--- src/rtl/alu_stage_pkg.sv ---
// Shared types and constants for the ALU operand selection / ID-EX stage.
package alu_stage_pkg;

  // Width of the MOVZ immediate field.
  localparam int IMM16_W = 16;

  // Operand B source select.
  typedef enum logic [1:0] {
    SRC_RD2    = 2'd0,
    SRC_DADDR9 = 2'd1,
    SRC_IMM12  = 2'd2,
    SRC_MOVZ   = 2'd3
  } alusrc_e;

  // Forwarding source select; code 3 is not a distinct source.
  typedef enum logic [1:0] {
    FWD_RF  = 2'd0,
    FWD_EX  = 2'd1,
    FWD_MEM = 2'd2
  } fwd_e;

  // Map a raw forwarding select onto a defined source; unused code 3 reads the register file.
  function automatic fwd_e fwd_decode(input logic [1:0] sel);
    fwd_e res;
    case (sel)
      2'd1:    res = FWD_EX;
      2'd2:    res = FWD_MEM;
      default: res = FWD_RF;
    endcase
    return res;
  endfunction

endpackage

--- src/rtl/operand_mux4.sv ---
// WIDTH-parametrised 4:1 operand multiplexer; every select code yields a defined input.
module operand_mux4 #(
  parameter int WIDTH = 64
) (
  input  logic [1:0]       sel,
  input  logic [WIDTH-1:0] in0,
  input  logic [WIDTH-1:0] in1,
  input  logic [WIDTH-1:0] in2,
  input  logic [WIDTH-1:0] in3,
  output logic [WIDTH-1:0] out
);

  // Select one of four inputs, falling back to in0 for anything unexpected.
  always_comb begin
    out = in0;
    case (sel)
      2'd0:    out = in0;
      2'd1:    out = in1;
      2'd2:    out = in2;
      2'd3:    out = in3;
      default: out = in0;
    endcase
  end

endmodule

--- src/rtl/alu_operand_stage.sv ---
// ALU operand selection (forwarding + immediate source) followed by a single
// ID/EX pipeline register with valid/ready handshake, stall and flush.
module alu_operand_stage
  import alu_stage_pkg::*;
#(
  parameter int WIDTH      = 64,
  parameter int IMM16_STEP = 16
) (
  input  logic               clk,
  input  logic               reset_n,
  input  logic               in_valid,
  output logic               in_ready,
  input  logic [WIDTH-1:0]   rd1,
  input  logic [WIDTH-1:0]   rd2,
  input  logic [WIDTH-1:0]   daddr9_ext,
  input  logic [WIDTH-1:0]   imm12_ext,
  input  logic [IMM16_W-1:0] imm16,
  input  logic [1:0]         hw,
  input  logic [1:0]         alusrc_sel,
  input  logic [1:0]         fwd_a_sel,
  input  logic [1:0]         fwd_b_sel,
  input  logic [WIDTH-1:0]   ex_result,
  input  logic [WIDTH-1:0]   mem_result,
  input  logic               flush,
  output logic               out_valid,
  input  logic               out_ready,
  output logic [WIDTH-1:0]   op_a,
  output logic [WIDTH-1:0]   op_b,
  output logic [WIDTH-1:0]   store_data
);

  fwd_e             fwd_a_s;
  fwd_e             fwd_b_s;
  alusrc_e          alusrc_s;
  logic [WIDTH-1:0] fa_s;
  logic [WIDTH-1:0] fb_s;
  logic [WIDTH-1:0] opb_next_s;
  logic [WIDTH-1:0] movz_s;
  logic [7:0]       movz_shamt_s;
  logic             load_s;
  logic             drain_s;

  logic             out_valid_d, out_valid_q;
  logic [WIDTH-1:0] op_a_d,      op_a_q;
  logic [WIDTH-1:0] op_b_d,      op_b_q;
  logic [WIDTH-1:0] store_d,     store_q;

  assign fwd_a_s  = fwd_decode(fwd_a_sel);
  assign fwd_b_s  = fwd_decode(fwd_b_sel);
  assign alusrc_s = alusrc_e'(alusrc_sel);

  // MOVZ: shift in a WIDTH-wide field so bits pushed past the top are dropped
  // (a shift of WIDTH or more yields zero).
  assign movz_shamt_s = 8'(int'(hw) * IMM16_STEP);
  assign movz_s       = WIDTH'(imm16) << movz_shamt_s;

  operand_mux4 #(.WIDTH(WIDTH)) u_fwd_a (
    .sel (fwd_a_s),
    .in0 (rd1),
    .in1 (ex_result),
    .in2 (mem_result),
    .in3 (rd1),
    .out (fa_s)
  );

  operand_mux4 #(.WIDTH(WIDTH)) u_fwd_b (
    .sel (fwd_b_s),
    .in0 (rd2),
    .in1 (ex_result),
    .in2 (mem_result),
    .in3 (rd2),
    .out (fb_s)
  );

  operand_mux4 #(.WIDTH(WIDTH)) u_alusrc (
    .sel (alusrc_s),
    .in0 (fb_s),
    .in1 (daddr9_ext),
    .in2 (imm12_ext),
    .in3 (movz_s),
    .out (opb_next_s)
  );

  // Single-entry register: ready whenever empty or being drained this cycle.
  assign in_ready = !out_valid_q || out_ready;
  assign load_s   = in_valid && in_ready;
  assign drain_s  = out_valid_q && out_ready && !load_s;

  // Next-state: data loads only on accept; flush overrides valid in every case.
  always_comb begin
    op_a_d      = op_a_q;
    op_b_d      = op_b_q;
    store_d     = store_q;
    out_valid_d = out_valid_q;
    if (load_s) begin
      op_a_d  = fa_s;
      op_b_d  = opb_next_s;
      store_d = fb_s;
    end else begin
      op_a_d  = op_a_q;
      op_b_d  = op_b_q;
      store_d = store_q;
    end
    if (flush) begin
      out_valid_d = 1'b0;
    end else if (load_s) begin
      out_valid_d = 1'b1;
    end else if (drain_s) begin
      out_valid_d = 1'b0;
    end else begin
      out_valid_d = out_valid_q;
    end
  end

  // Pipeline register; asynchronous reset discards any held entry.
  always_ff @(posedge clk or negedge reset_n) begin
    if (!reset_n) begin
      out_valid_q <= 1'b0;
      op_a_q      <= '0;
      op_b_q      <= '0;
      store_q     <= '0;
    end else begin
      out_valid_q <= out_valid_d;
      op_a_q      <= op_a_d;
      op_b_q      <= op_b_d;
      store_q     <= store_d;
    end
  end

  assign out_valid  = out_valid_q;
  assign op_a       = op_a_q;
  assign op_b       = op_b_q;
  assign store_data = store_q;

endmodule
--- config.mk ---
export PLATFORM = sky130hd
export DESIGN_NAME = alu_operand_stage
export DESIGN_NICKNAME = d
export VERILOG_FILES = /design/src/rtl/alu_stage_pkg.sv /design/src/rtl/operand_mux4.sv /design/src/rtl/alu_operand_stage.sv
export SDC_FILE = /design/constraint.sdc
export NUM_CORES = 1
export LEC_CHECK = 0
export BUFFER_PORTS_ARGS = -buffer_cell sky130_fd_sc_hd__buf_2
export CORE_AREA = 8 8 229 231
export DETAILED_ROUTE_END_ITERATION = 12
export DIE_AREA = 0 0 237 239
export GPL_ROUTABILITY_DRIVEN = 0
export GPL_TIMING_DRIVEN = 0
export PLACE_DENSITY_LB_ADDON = 0.2
export SETUP_SLACK_MARGIN = 0.2
export SLEW_MARGIN = 10
export SYNTH_ARGS = -nofsm -noshare
export SYNTH_HDL_FRONTEND = slang
export SYNTH_SLANG_ARGS = --single-unit
--- constraint.sdc ---
create_clock -name clk -period 1.52 [get_ports clk]
set_clock_uncertainty 0.1 [all_clocks]
set_input_delay 0.304 -clock clk [delete_from_list [all_inputs] [get_ports clk]]
set_output_delay 0.304 -clock clk [all_outputs]
set_load 0.02 [all_outputs]
==> metrics list <==
* Max VDD drop: 0.000525 V
* Sequence of cells on the critical path: nand2b_4 -> nand2_8 -> buf_12 -> clkbuf_16 -> buf_8 -> o31ai_4
- Of the post-synthesis cell area, the dominant cell type holds 43.4%.
* Worst min-delay path class: input pin to flip-flop
- In the post-synthesis netlist, the biggest area contributors are dfrtp_1 (43%), a22oi_1 (8.6%), nand2_1 (6.5%), mux2_2 (6.5%), a21oi_1 (5.8%).
- Slew at the pin closest to its max-slew limit: 591 ps
- Register cell area after layout: 4830 sq um
* Most congested layer reported by global routing: met2
- Summing all multi-input logic gate instances after layout gives 6210 sq um.
- Leaving out filler cells and counting taps, the final layout contains 2659.
* Total placed cells including tap cells: 2525
* Number of enable-type register cells in the synthesized netlist: 0
- Clock Path Buffers: 2
* Synth cell count leaders: nand2_1 (194), dfrtp_1 (193), a21oi_1 (129)
- Ratio of cells with drive above 1 in the final layout: 48.7%
- Design area: 18200 sq um
- Deepest level of the CTS H-tree: 4
- Buffers placed on the I/O ports in this run total 606.
- In this run the mean area of a mapped cell was 8.59 sq um.
- Detailed placement finished with a half-perimeter wire length of 55800 microns.
* Number of DRC markers in iteration 0: 1163
- Cell accounting for the most synthesized area: dfrtp_1
* Post-route fraction of the period consumed by the critical path: 107%
- In the global route stage, met3 resource usage came out at 7.15%.
- After detailed routing, the number of remaining DRC violations is 0.
* Vias after detailed routing: 13.7k
- After clock tree synthesis, the clock-pin slew on the worst setup and hold paths is 70 ps.
* Drt wl/cell: 27.1 microns
- Number of warnings issued by yosys: 0
- The final hold violation count came to 0.
* Met1 layer usage reported by global route: 30.5%
- Number of clock buffers inserted by TritonCTS: 17
- Final setup violation count: 166
- In the routed layout, each cell is associated on average with a via count of 5.14.
* Required time worst endpoint: 1820 ps
- FP Rows: 81
- Run status: complete, but fails checks
- Syn Std Cell Area: 11100 sq um
- FF+latch count, synth: 193
- Most numerous cell in the Yosys netlist: nand2_1
- The total overflow left after global routing is 0.
- The filler cells instantiated in the layout total 5101.
- The placed instances occupy a cell area of 15600 sq um.
- Setup slack on the critical path of the routed design comes to -111 ps.
- Placeable Area: 48500 sq um
- CTS saw 193 sinks.
* Relative slew slack: 60.6%
* Worst setup path category: flip-flop to flip-flop
- Maximum capacitance violations: 0
- Horizontal extent of the die: 237 microns
- The root buffer cell chosen for the clock tree is clkbuf_16.
- Among all flip-flop cells after synthesis, the most frequent one is dfrtp_1.
- The worst setup path is launched from a flip-flop.
* Crit-path leading delay family: buffers and inverters
- Buffers & Inverters on Critical Path: 3
- The routed design has 72000 microns of wire.
- Fin nets: 2429
- Pre-CTS setup slack: -1060 ps
* Area of the die: 56600 sq um
- For the worst setup path, the data arrival time is 1930 ps.
- Largest net degree at the start of global routing: 95
* DR pass1 iterations: 5
- For this design the top-level I/O count stands at 607.
- Synthesized net count: 1712
- Initial cell density of the core: 22.9%
- The initial antenna violation count came to 27.
- For this run, global-route usage on met2 was measured as 39.7%.
* Max-slew violation count: 0
- Of all nets on the critical path, the largest fanout is 10.
* Static leakage: 8.84 nW
- Global-route wire length before repair: 100000 microns
- GRT Util Overall: 24.2%
- Setup repair after global routing could not meet its margin everywhere.
- Clk_lat worst skew: 490 ps
- Clock period minus worst slack: 1630 ps
- Violations in the final reports: negative setup slack
- Setup_tns: -10080 ps
* DRT antenna net count: 0
- Crit path max-delay cell type: dfrtp_2
- The largest single stage delay on the critical path is 420 ps.
* Number of global-route vias before repair: 14.0k
* Fin Hold WS: 31.4 ps
* Fraction of the core area covered by cells at the end of the flow: 37.6%
* Tot Pwr: 18.1 mW
- Async set-or-reset flop fraction in the synthesized netlist: 100%
- Gate Count Post-Synth: 1295
- Relative to the synthesized area, the layout overhead comes to 63.9%.
- From bottom edge to top edge, the die measures 239 microns.
- P per Cell Area: 992 nW/um^2
* CTS tree: built
- Critical path capture point type: flip-flop
- Cell variety after synth: 25
- Sequential share of the synthesized area: 43.4%
* Highest achievable clock rate: 0.613 GHz
placed cells by master (no fill, tap or decap), types with 18 or more instances in the layout:
master	n
buf_2	545
nand2_1	192
dfrtp_1	192
a21oi_1	129
nor2_1	128
buf_6	100
a22oi_1	68
inv_1	67
o21ai_0	63
o21ai_1	61
a22oi_2	60
a221oi_1	53
dlygate4sd3_1	49
buf_4	46
mux2_2	46
o31ai_2	39
clkbuf_2	27
clkbuf_16	23
mux2_4	18
worst reg2reg max path: stages (launching register included):
cell and delay (ps):
dfrtp_2 420, nand2b_4 110, nand2_8 110, buf_12 180, clkbuf_16 180, buf_8 170
o31ai_4 260
final timing paths:
check | startpoint | slack [ps] | cells after the start | end
setup / recovery | out_valid | -110 | 6 | op_b[12]
hold / removal | out_ready | 30 | 3 | out_valid
setup reg to reg | out_valid | -110 | 6 | op_b[12]
hold reg to reg | op_a[41] | 370 | 2 | op_a[41]
max in group asynchronous | reset_n | 470 | 3 | store_data[10]
min in group asynchronous | reset_n | 110 | 2 | op_a[38]
timing repair:
item                                    in CTS  in global routing
hold buffers                                49                  0
buffers inserted                             3                 33
gates cloned                                 0                  6
endpoints found under the setup margin     386                386
endpoints found under the hold margin      240                  0
gates resized for setup                     41                304
pin swaps                                    0                  1
metal layers:
metal  up-vias  wire (microns)
met2       635           33800
li1       6119               -
met4        14            2080
met5         -              79
met3       103            5900
met1      6805           30200
kinds of logic after synthesis:
logic type / count (synthesis) / synth area share, %
AO/OA/AOI/OAI: 513 / 30.7
adder cells (fa/ha/maj): 4 / 0.450
buffers and inverters: 192 / 7.36
flip-flops: 193 / 43.4
multiplexers: 64 / 6.48
AND/OR/NAND/NOR: 329 / 11.6
registers in the layout, indices dropped and copies added (netlist names):
register	cells
op_a	64
op_b	64
out_valid	1
store_data	64
area by class of cell:
cell class              instances  share of cell area [%]
clock inverters                 9                   0.597
plain buffers                 121                    5.37
inverters                      70                    1.48
diodes                         14                   0.192
repair buffers                699                    24.9
clock buffers                  21                    2.58
multi-input cells             910                    34.1
flip-flops and latches        193                    26.5
well taps                     622                    4.27
report_power, final:
group / switching, mW / internal, mW / total, mW
logic: 4.00 / 2.98 / 6.98
clock network: 2.14 / 2.52 / 4.67
registers: 0.515 / 5.92 / 6.43
total: 6.66 / 11.4 / 18.1
Power figures use the tool's default switching activity.
